[src/rtl/pulse_rate_counter_pkg.sv]
// Shared types and defaults for the pulse rate counter: FSM state, parameter
// defaults and a saturating increment helper.
package pulse_counter_pkg;

  localparam int unsigned CNT_W_DEF       = 16;
  localparam int unsigned GATE_W_DEF      = 16;
  localparam int unsigned DEAD_CYCLES_DEF = 4;
  localparam int unsigned DEAD_W          = 8;

  typedef enum logic [0:0] {
    ST_IDLE  = 1'b0,
    ST_COUNT = 1'b1
  } state_e;

  // Increment val by one when inc is set, never exceeding lim.
  function automatic logic [31:0] sat_inc(input logic [31:0] val,
                                          input logic        inc,
                                          input logic [31:0] lim);
    if (inc && (val < lim)) return val + 32'd1;
    return val;
  endfunction

endpackage

[src/rtl/pulse_rate_counter_if.sv]
// Result port of the pulse rate counter: a count with status flags on a
// valid/ready handshake.
interface pulse_rate_counter_if
  import pulse_counter_pkg::*;
#(
  parameter int unsigned CNT_W = CNT_W_DEF
);

  logic [CNT_W-1:0] count_out;
  logic             count_valid;
  logic             count_ready;
  logic             saturated;
  logic             overrun;

  modport master (
    output count_out,
    output count_valid,
    output saturated,
    output overrun,
    input  count_ready
  );

  modport slave (
    input  count_out,
    input  count_valid,
    input  saturated,
    input  overrun,
    output count_ready
  );

endinterface

[src/rtl/pulse_edge_filter.sv]
// Rising-edge detector for pulse_in with an optional non-paralyzable dead time
// (enabled by defining DEAD_TIME_EN).
module pulse_edge_filter
  import pulse_counter_pkg::*;
#(
  parameter int unsigned DEAD_CYCLES = DEAD_CYCLES_DEF
) (
  input  logic clk,
  input  logic rst_n,
  input  logic pulse_in,
  output logic edge_acc_c
);

  if ((DEAD_CYCLES < 1) || (DEAD_CYCLES > ((2 ** DEAD_W) - 1))) begin : g_bad_dead
    $error("pulse_edge_filter: DEAD_CYCLES must be 1..255");
  end

  logic pulse_q, pulse_d;
  logic edge_raw_c;

  always_comb begin
    pulse_d = pulse_in;
  end

  always_ff @(posedge clk or negedge rst_n) begin
    if (!rst_n) pulse_q <= 1'b0;
    else        pulse_q <= pulse_d;
  end

  assign edge_raw_c = pulse_in & ~pulse_q;

`ifdef DEAD_TIME_EN
  localparam logic [DEAD_W-1:0] DEAD_LOAD = DEAD_W'(DEAD_CYCLES);

  logic [DEAD_W-1:0] dead_q, dead_d;

  // Ignored edges do not reload the timer; it free-runs down to zero.
  always_comb begin
    edge_acc_c = edge_raw_c && (dead_q == '0);
    dead_d     = dead_q;
    if (edge_acc_c)          dead_d = DEAD_LOAD;
    else if (dead_q != '0)   dead_d = dead_q - DEAD_W'(1);
  end

  always_ff @(posedge clk or negedge rst_n) begin
    if (!rst_n) dead_q <= '0;
    else        dead_q <= dead_d;
  end
`else
  assign edge_acc_c = edge_raw_c;
`endif

endmodule

[src/rtl/pulse_rate_counter.sv]
// Gated event scaler: counts accepted pulse edges over back-to-back windows of
// gate_len cycles and hands each result out on a valid/ready port.
// Optional dead time is enabled by defining DEAD_TIME_EN.
module pulse_rate_counter
  import pulse_counter_pkg::*;
#(
  parameter int unsigned CNT_W       = CNT_W_DEF,
  parameter int unsigned GATE_W      = GATE_W_DEF,
  parameter int unsigned DEAD_CYCLES = DEAD_CYCLES_DEF
) (
  input  logic               clk,
  input  logic               rst_n,
  input  logic               enable,
  input  logic               pulse_in,
  input  logic [GATE_W-1:0]  gate_len,
  output logic               busy,
  pulse_rate_counter_if.master res
);

  localparam logic [CNT_W-1:0] CNT_MAX = '1;

  state_e            state_q, state_d;
  logic [GATE_W-1:0] gate_l_q, gate_l_d;
  logic [GATE_W-1:0] timer_q, timer_d;
  logic [CNT_W-1:0]  acc_q, acc_d;
  logic              sat_q, sat_d;
  logic [CNT_W-1:0]  count_out_q, count_out_d;
  logic              count_valid_q, count_valid_d;
  logic              saturated_q, saturated_d;
  logic              overrun_q, overrun_d;
  logic              busy_q, busy_d;

  logic              edge_acc_c;
  logic [CNT_W-1:0]  acc_inc_c;
  logic              sat_hit_c;
  logic              last_c;
  logic [GATE_W-1:0] gate_eff_c;

  pulse_edge_filter #(
    .DEAD_CYCLES (DEAD_CYCLES)
  ) u_edge (
    .clk        (clk),
    .rst_n      (rst_n),
    .pulse_in   (pulse_in),
    .edge_acc_c (edge_acc_c)
  );

  // Accumulator value including this cycle's edge, and whether it pinned at max.
  always_comb begin
    acc_inc_c  = CNT_W'(sat_inc(32'(acc_q), edge_acc_c, 32'(CNT_MAX)));
    sat_hit_c  = sat_q | (edge_acc_c && (acc_inc_c == CNT_MAX));
    last_c     = (timer_q == (gate_l_q - GATE_W'(1)));
    gate_eff_c = (gate_len == '0) ? GATE_W'(1) : gate_len;
  end

  always_comb begin
    state_d       = state_q;
    gate_l_d      = gate_l_q;
    timer_d       = timer_q;
    acc_d         = acc_q;
    sat_d         = sat_q;
    count_out_d   = count_out_q;
    count_valid_d = count_valid_q;
    saturated_d   = saturated_q;
    overrun_d     = overrun_q;

    if (count_valid_q && res.count_ready) begin
      count_valid_d = 1'b0;
      overrun_d     = 1'b0;
    end

    unique case (state_q)
      ST_IDLE: begin
        if (enable) begin
          state_d  = ST_COUNT;
          gate_l_d = gate_eff_c;
          timer_d  = '0;
          acc_d    = '0;
          sat_d    = 1'b0;
        end
      end
      ST_COUNT: begin
        if (!enable) begin
          state_d = ST_IDLE;
          timer_d = '0;
          acc_d   = '0;
          sat_d   = 1'b0;
        end else if (last_c) begin
          count_out_d   = acc_inc_c;
          saturated_d   = sat_hit_c;
          count_valid_d = 1'b1;
          // A load over an unconsumed result marks overrun; set beats clear.
          if (count_valid_q && !res.count_ready) overrun_d = 1'b1;
          timer_d  = '0;
          acc_d    = '0;
          sat_d    = 1'b0;
          gate_l_d = gate_eff_c;
        end else begin
          timer_d = timer_q + GATE_W'(1);
          acc_d   = acc_inc_c;
          sat_d   = sat_hit_c;
        end
      end
      default: state_d = ST_IDLE;
    endcase

    busy_d = (state_d == ST_COUNT);
  end

  always_ff @(posedge clk or negedge rst_n) begin
    if (!rst_n) begin
      state_q       <= ST_IDLE;
      gate_l_q      <= '0;
      timer_q       <= '0;
      acc_q         <= '0;
      sat_q         <= 1'b0;
      count_out_q   <= '0;
      count_valid_q <= 1'b0;
      saturated_q   <= 1'b0;
      overrun_q     <= 1'b0;
      busy_q        <= 1'b0;
    end else begin
      state_q       <= state_d;
      gate_l_q      <= gate_l_d;
      timer_q       <= timer_d;
      acc_q         <= acc_d;
      sat_q         <= sat_d;
      count_out_q   <= count_out_d;
      count_valid_q <= count_valid_d;
      saturated_q   <= saturated_d;
      overrun_q     <= overrun_d;
      busy_q        <= busy_d;
    end
  end

  assign res.count_out   = count_out_q;
  assign res.count_valid = count_valid_q;
  assign res.saturated   = saturated_q;
  assign res.overrun     = overrun_q;
  assign busy            = busy_q;

endmodule

[src/flat_wrapper.sv]
// flat-port wrapper written by rule: the top's interface ports become plain ports
module pulse_rate_counter_flat import pulse_counter_pkg::*;
#(
  parameter int unsigned CNT_W       = CNT_W_DEF,
  parameter int unsigned GATE_W      = GATE_W_DEF,
  parameter int unsigned DEAD_CYCLES = DEAD_CYCLES_DEF
)
  (clk, rst_n, enable, pulse_in, gate_len, busy, res_count_out, res_count_valid, res_saturated, res_overrun, res_count_ready);
  pulse_rate_counter_if #(.CNT_W(CNT_W)) res_i ();
  input  logic clk;
  input  logic rst_n;
  input  logic enable;
  input  logic pulse_in;
  input  logic [GATE_W-1:0] gate_len;
  output logic busy;
  output wire logic [$bits(res_i.count_out)-1:0] res_count_out;
  output wire logic [$bits(res_i.count_valid)-1:0] res_count_valid;
  output wire logic [$bits(res_i.saturated)-1:0] res_saturated;
  output wire logic [$bits(res_i.overrun)-1:0] res_overrun;
  input wire logic [$bits(res_i.count_ready)-1:0] res_count_ready;
  assign res_count_out = res_i.count_out;
  assign res_count_valid = res_i.count_valid;
  assign res_saturated = res_i.saturated;
  assign res_overrun = res_i.overrun;
  assign res_i.count_ready = res_count_ready;
  pulse_rate_counter #(.CNT_W(CNT_W), .GATE_W(GATE_W), .DEAD_CYCLES(DEAD_CYCLES)) u_core (.clk(clk), .rst_n(rst_n), .enable(enable), .pulse_in(pulse_in), .gate_len(gate_len), .busy(busy), .res(res_i));
endmodule
[config.mk]
export PLATFORM = sky130hd
export DESIGN_NAME = pulse_rate_counter_flat
export DESIGN_NICKNAME = d
export VERILOG_FILES = /design/src/rtl/pulse_rate_counter_pkg.sv /design/src/rtl/pulse_rate_counter_if.sv /design/src/rtl/pulse_edge_filter.sv /design/src/rtl/pulse_rate_counter.sv /design/src/flat_wrapper.sv
export SDC_FILE = /design/constraint.sdc
export NUM_CORES = 1
export LEC_CHECK = 0
export CORE_ASPECT_RATIO = 1.5
export CORE_MARGIN = 4
export CORE_UTILIZATION = 50
export DETAILED_ROUTE_END_ITERATION = 8
export HOLD_SLACK_MARGIN = 0.06
export PLACE_DENSITY = 0.73
export SLEW_MARGIN = 20
export SYNTH_ARGS = -nofsm -noshare
export SYNTH_HDL_FRONTEND = slang
export SYNTH_SLANG_ARGS = --single-unit
[constraint.sdc]
create_clock -name clk -period 3.9 [get_ports clk]
set_clock_uncertainty 0.1 [all_clocks]
set_input_delay 0.78 -clock clk [delete_from_list [all_inputs] [get_ports clk]]
set_output_delay 0.78 -clock clk [all_outputs]
set_load 0.005 [all_outputs]
==> results of run 1 <==
[synthesized netlist by cell type, types with 4 or more instances]
cell | count | area [um2]
a21o_1 | 10 | 75.1
a21oi_1 | 15 | 75.1
and3_1 | 11 | 68.8
buf_2 | 6 | 30.0
clkbuf_1 | 13 | 48.8
dfrtp_1 | 70 | 1750
inv_1 | 14 | 52.6
mux2_2 | 21 | 236
mux2_4 | 9 | 135
mux2i_1 | 4 | 40.0
nand2_1 | 42 | 158
nand2b_1 | 4 | 25.0
nand3_1 | 18 | 90.1
nand4_1 | 11 | 68.8
nor2_1 | 15 | 56.3
nor2b_1 | 4 | 25.0
nor3_1 | 8 | 40.0
nor4_1 | 9 | 56.3
o21a_1 | 4 | 30.0
o21ai_0 | 18 | 90.1
o22ai_1 | 7 | 43.8
or3_1 | 9 | 56.3
xnor2_1 | 25 | 219
xor2_1 | 9 | 78.8
[state kept, by name (all words and copies together) (netlist names), named ones only]
register                cells
u_core.acc_q               16
u_core.state_q              1
u_core.u_edge.pulse_q       1
u_core.res.count_valid      1
u_core.res.saturated        1
u_core.timer_q             16
u_core.gate_l_q            16
u_core.res.count_out       16
u_core.sat_q                1
[cells by family after synthesis]
| logic type | Yosys count | share of synthesized area (%) |
|---|---|---|
| AND/OR/NAND/NOR | 158 | 21.5 |
| AO/OA/AOI/OAI | 80 | 13.2 |
| flip-flops | 70 | 43.0 |
| multiplexers | 34 | 10.1 |
| adder cells (fa/ha/maj) | 3 | 0.922 |
| XOR/XNOR | 34 | 7.31 |
| buffers and inverters | 36 | 3.90 |
[layout make-up]
cell class / instances / area (um2) / area share (%)
well taps: 105 / 131 / 2.70
clock inverters: 5 / 75.1 / 1.54
repair buffers: 49 / 463 / 9.50
inverters: 14 / 52.6 / 1.08
multi-input cells: 309 / 2170 / 44.5
clock buffers: 10 / 229 / 4.70
flip-flops and latches: 70 / 1750 / 35.9
[layer usage]
| metal | track usage (%) | share of wire, % | vias to the layer above |
|---|---|---|---|
| met4 | 9.36 | 3.5 | 0 |
| met5 | 0 | 0 | - |
| li1 | - | - | 1584 |
| met2 | 34.1 | 53 | 72 |
| met3 | 4.80 | 3.5 | 24 |
| met1 | 21.4 | 40 | 1562 |
[report_power, final]
part	internal, W	switching, W
clock	0.000552	0.000286
combinational	0.000112	0.000106
sequential	0.000757	0.0000488
[per-stage QoR]
stage          power (W)  area [um2]  util [%]
2_1_floorplan   0.000952        4070         -
3_3_place_gp     0.00103        4570      57.4
3_5_place_dp     0.00104        4570      57.4
4_1_cts          0.00189        4870      61.2
5_1_grt          0.00194        4870      61.2
6_report         0.00186        4870      61.2
[critical path, cell delays in order, from the launching register on]
cell	delay (ns)
dfrtp_1	0.44
inv_1	0.12
ha_1	0.23
nor3b_1	0.40
nand2_1	0.12
or4_1	0.46
and3_1	0.19
or2_2	0.33
o21ba_1	0.44
and3_1	0.30
a211o_1	0.25
[how the worst min path moves through the flow]
stage | startpoint | to | slack [ns]
floorplan | rst_n | async pin | 0.38
global placement | u_core.res.count_valid | flop | 0.37
detailed placement | u_core.res.count_valid | flop | 0.39
CTS | rst_n | u_core.res.count_out[10] | 0.36
global route | rst_n | u_core.res.count_out[10] | 0.40
finish | rst_n | u_core.res.count_out[10] | 0.35
==> results.cfg, run 1 <==
[drt]
dr.first_iter.drc_count = 107
vias_per_cell = 5.77
drc = 0
wire_per_inst_um = 15.6
ant_nets = 0
drt_wl_total_mm = 8.77
first_pass_iters = 4
vias = 3242

[clock_tree]
clockBufferDepth = 2
clock-sinks = 70
cts_tree = built
clock_latency_ns = 0.33
cts-resized-gates = 0
numCtsBuffers = 9
cts-root-buf = clkbuf_16
cts_setup_buffers = 0
clkTransAtPathRegs_ns = 0.05
htree_levels = 3
cts_hold_buf = 0

[synthesis]
ys_ff_latch = 70
syn_inst = 415
synth_seq_area_share_pct = 43.0
synth_fp_nets = 439
syn_avg_cell_area_um2 = 9.81
synth_flop_cell = dfrtp_1
async_flop_share_pct = 100
yosysWarningCount = 0
synth_cell_types = 60
syn_area_um2 = 4070
synth-edff-count = 0

[floorplan]
start_util_pct = 51.2
dieArea_um2 = 9680
die_h_um = 119
pin_count = 41
fp.dieW_um = 81.7
std_cell_rows = 40
core_um2 = 7960

[sta]
period_needed_ns = 3.51
hold-worst-slack_ns = 0.349
fin_crit_sh_pct = 90.0
rsz0062_at_grt = false
tightestPinTransition_ns = 0.705
final-max-slew-violation-count = 0
tns_ns = 0
finalHoldViolCount = 0
final-setup-viol-count = 0
worst_slack_ns = 0.391
slew_headroom_pct = 53.0
max_freq_ghz = 0.285

[min_path]
min_path_type = input pin to async pin

[layout]
fin_nets = 477
final_cells = 562
fillers = 664
diodes = 0
drive_above_1_share_pct = 14.4
mostFrequentLayoutCells = dfrtp_1, nand2_1, clkdlybuf4s50_1
final_common_cell = dfrtp_1
area_delta_synth_final_pct = 19.7

[critical_path]
r2r-start = u_core.gate_l_q[0]
path_class = flop to flop
required_ns = 4.01
crit_arrival_ns = 3.62
startpoint = u_core.gate_l_q[0]
end_kind = flop
start_kind = flop
rr_endpoint = u_core.acc_q[11]
r2r_slack_ns = 0.39
critPathMaxFanout = 18
cp-endpoint = u_core.acc_q[11]
r2r_cells = 10

[placement]
dp_hpwl_mm = 6.48
dpl.cell_count = 547
place.gp.congestion = 0.935
portBuffers = 40
preCtsSetupSlack_ns = 0.390

[grt]
grt_remaining_overflow = 0
grt_usage_pct = 19.5
first_global_vias = 3129
grt_antenna_before_repair = 0
grt_max_degree = 45
grt_pass1_wl_mm = 14.6

[power]
p_per_area_nw_per_um2 = 382
p_leak_nw = 2.09
vdd_drop_max_mv = 0.251

[status]
status = finished clean

[job]
max-cap-violations = 0
Power figures use the tool's default switching activity.
==> inputs of run 2 (changes only) <==
- MAX_ROUTING_LAYER: unset -> met4
- SKIP_CTS_REPAIR_TIMING: unset -> 1
==> results.cfg, run 2 (same netlist as run 1, synthesis figures left out) <==
[status]
status = finished clean

[clock_tree]
cts_tree = built
cts-root-buf = clkbuf_16
clock_latency_ns = 0.34
htree_levels = 3
clock-sinks = 70
clockBufferDepth = 2
clkTransAtPathRegs_ns = 0.05
numCtsBuffers = 9

[floorplan]
core_um2 = 7960
die_h_um = 119
std_cell_rows = 40
fp.dieW_um = 81.7
dieArea_um2 = 9680
pin_count = 41
start_util_pct = 51.2

[sta]
tightestPinTransition_ns = 0.684
rsz0062_at_grt = false
tns_ns = 0
slew_headroom_pct = 54.1
period_needed_ns = 3.57
final-setup-viol-count = 0
fin_crit_sh_pct = 91.5
max_freq_ghz = 0.280
final-max-slew-violation-count = 0
finalHoldViolCount = 0

[grt]
grt_antenna_before_repair = 0
grt_remaining_overflow = 0
grt_max_degree = 43
first_global_vias = 3381
grt_pass1_wl_mm = 15.6
grt_usage_pct = 21.4

[layout]
mostFrequentLayoutCells = dfrtp_1, nand2_1, clkdlybuf4s50_1
fin_util_pct = 60.8
fillers = 667
final_common_cell = dfrtp_1
area_delta_synth_final_pct = 18.8
diodes = 0
drive_above_1_share_pct = 14.0
register_area_um2 = 1750
multi_input_area_um2 = 2170
fin_nets = 477

[power]
p_per_area_nw_per_um2 = 363
p_leak_nw = 2.07
vdd_drop_max_mv = 0.222

[min_path]
min_path_type = input pin to async pin

[placement]
dp_hpwl_mm = 6.64
place.gp.congestion = 0.909
portBuffers = 40

[drt]
wire_per_inst_um = 16.2
vias = 3296
vias_per_cell = 5.88
first_pass_iters = 4
drc = 0
drt_wl_total_mm = 9.10
dr.first_iter.drc_count = 150
ant_nets = 0

[critical_path]
required_ns = 4.02
critPathMaxFanout = 18
start_kind = flop
end_kind = flop
path_common_cell = and3_1
crit_slowest_cell = or4_1
path_class = flop to flop
crit_arrival_ns = 3.69
worst_path_largest_cell_delay_ns = 0.47
worstPathCellList = inv_1, ha_1, nor3b_1, nand2_1, or4_1, and3_1, or2_2, o21ba_1, and3_1, a211o_1

[job]
max-cap-violations = 0
-- run 2: area by class of cell --
type | count | area share (%)
Multi-Input combinational cell | 309 | 44.9
Sequential cell | 70 | 36.2
Timing Repair Buffer | 49 | 9.83
Clock buffer | 12 | 5.09
Tap cell | 105 | 2.72
Inverter | 14 | 1.09
Clock inverter | 2 | 0.207
-- run 2: critical path, delay by kind of cell, from the launching register on --
family                     cells  cell delay (ns)
and+or+nand+nor                6             1.86
DFF                            1             0.44
buffers and inverters          1             0.12
adders and majority gates      1             0.25
AOI/OAI and AO/OA              2             0.69
-- run 2: where the power goes --
part	leakage (nW)	internal (W)	switching, W
sequential	0.925	0.000757	0.0000502
clock	0.128	0.000438	0.000290
combinational	1.02	0.000114	0.000107
-- run 2: path summary, 6_finish.rpt --
kind / startpoint / to / slack [ns] / depth (start not counted)
hold reg to reg: u_core.res.count_valid / flop / 0.39 / 1
min in group clk: u_core.res.count_valid / flop / 0.39 / 1
setup / recovery: u_core.gate_l_q[0] / u_core.acc_q[11] / 0.33 / 10
setup reg to reg: u_core.gate_l_q[0] / u_core.acc_q[11] / 0.33 / 10
hold / removal: rst_n / u_core.res.count_out[10] / 0.36 / 1
max in group asynchronous: rst_n / u_core.res.count_out[15] / 2.38 / 2
-- run 2: per-stage QoR --
step / cell area [um2] / cells / setup WS [ns] / hold slack, ns / total power, W
after floorplan: 4070 / 415 / 0.862 / 0.384 / 0.000952
after global placement: 4580 / 547 / 0.284 / 0.374 / 0.00103
after detailed placement: 4580 / 547 / 0.308 / 0.392 / 0.00104
after CTS: 4840 / 561 / 0.357 / 0.373 / 0.00177
after global routing: 4840 / 561 / 0.0870 / 0.410 / 0.00182
final: 4840 / 561 / 0.333 / 0.356 / 0.00176
-- run 2: layer usage --
| layer | global-route usage [%] | share of wire (%) | vias to the layer above |
|---|---|---|---|
| met5 | - | 0 | - |
| met4 | 11.7 | 4.0 | 0 |
| met3 | 4.34 | 4.4 | 28 |
| met2 | 35.3 | 52 | 90 |
| met1 | 23.7 | 39 | 1595 |
| li1 | - | - | 1583 |
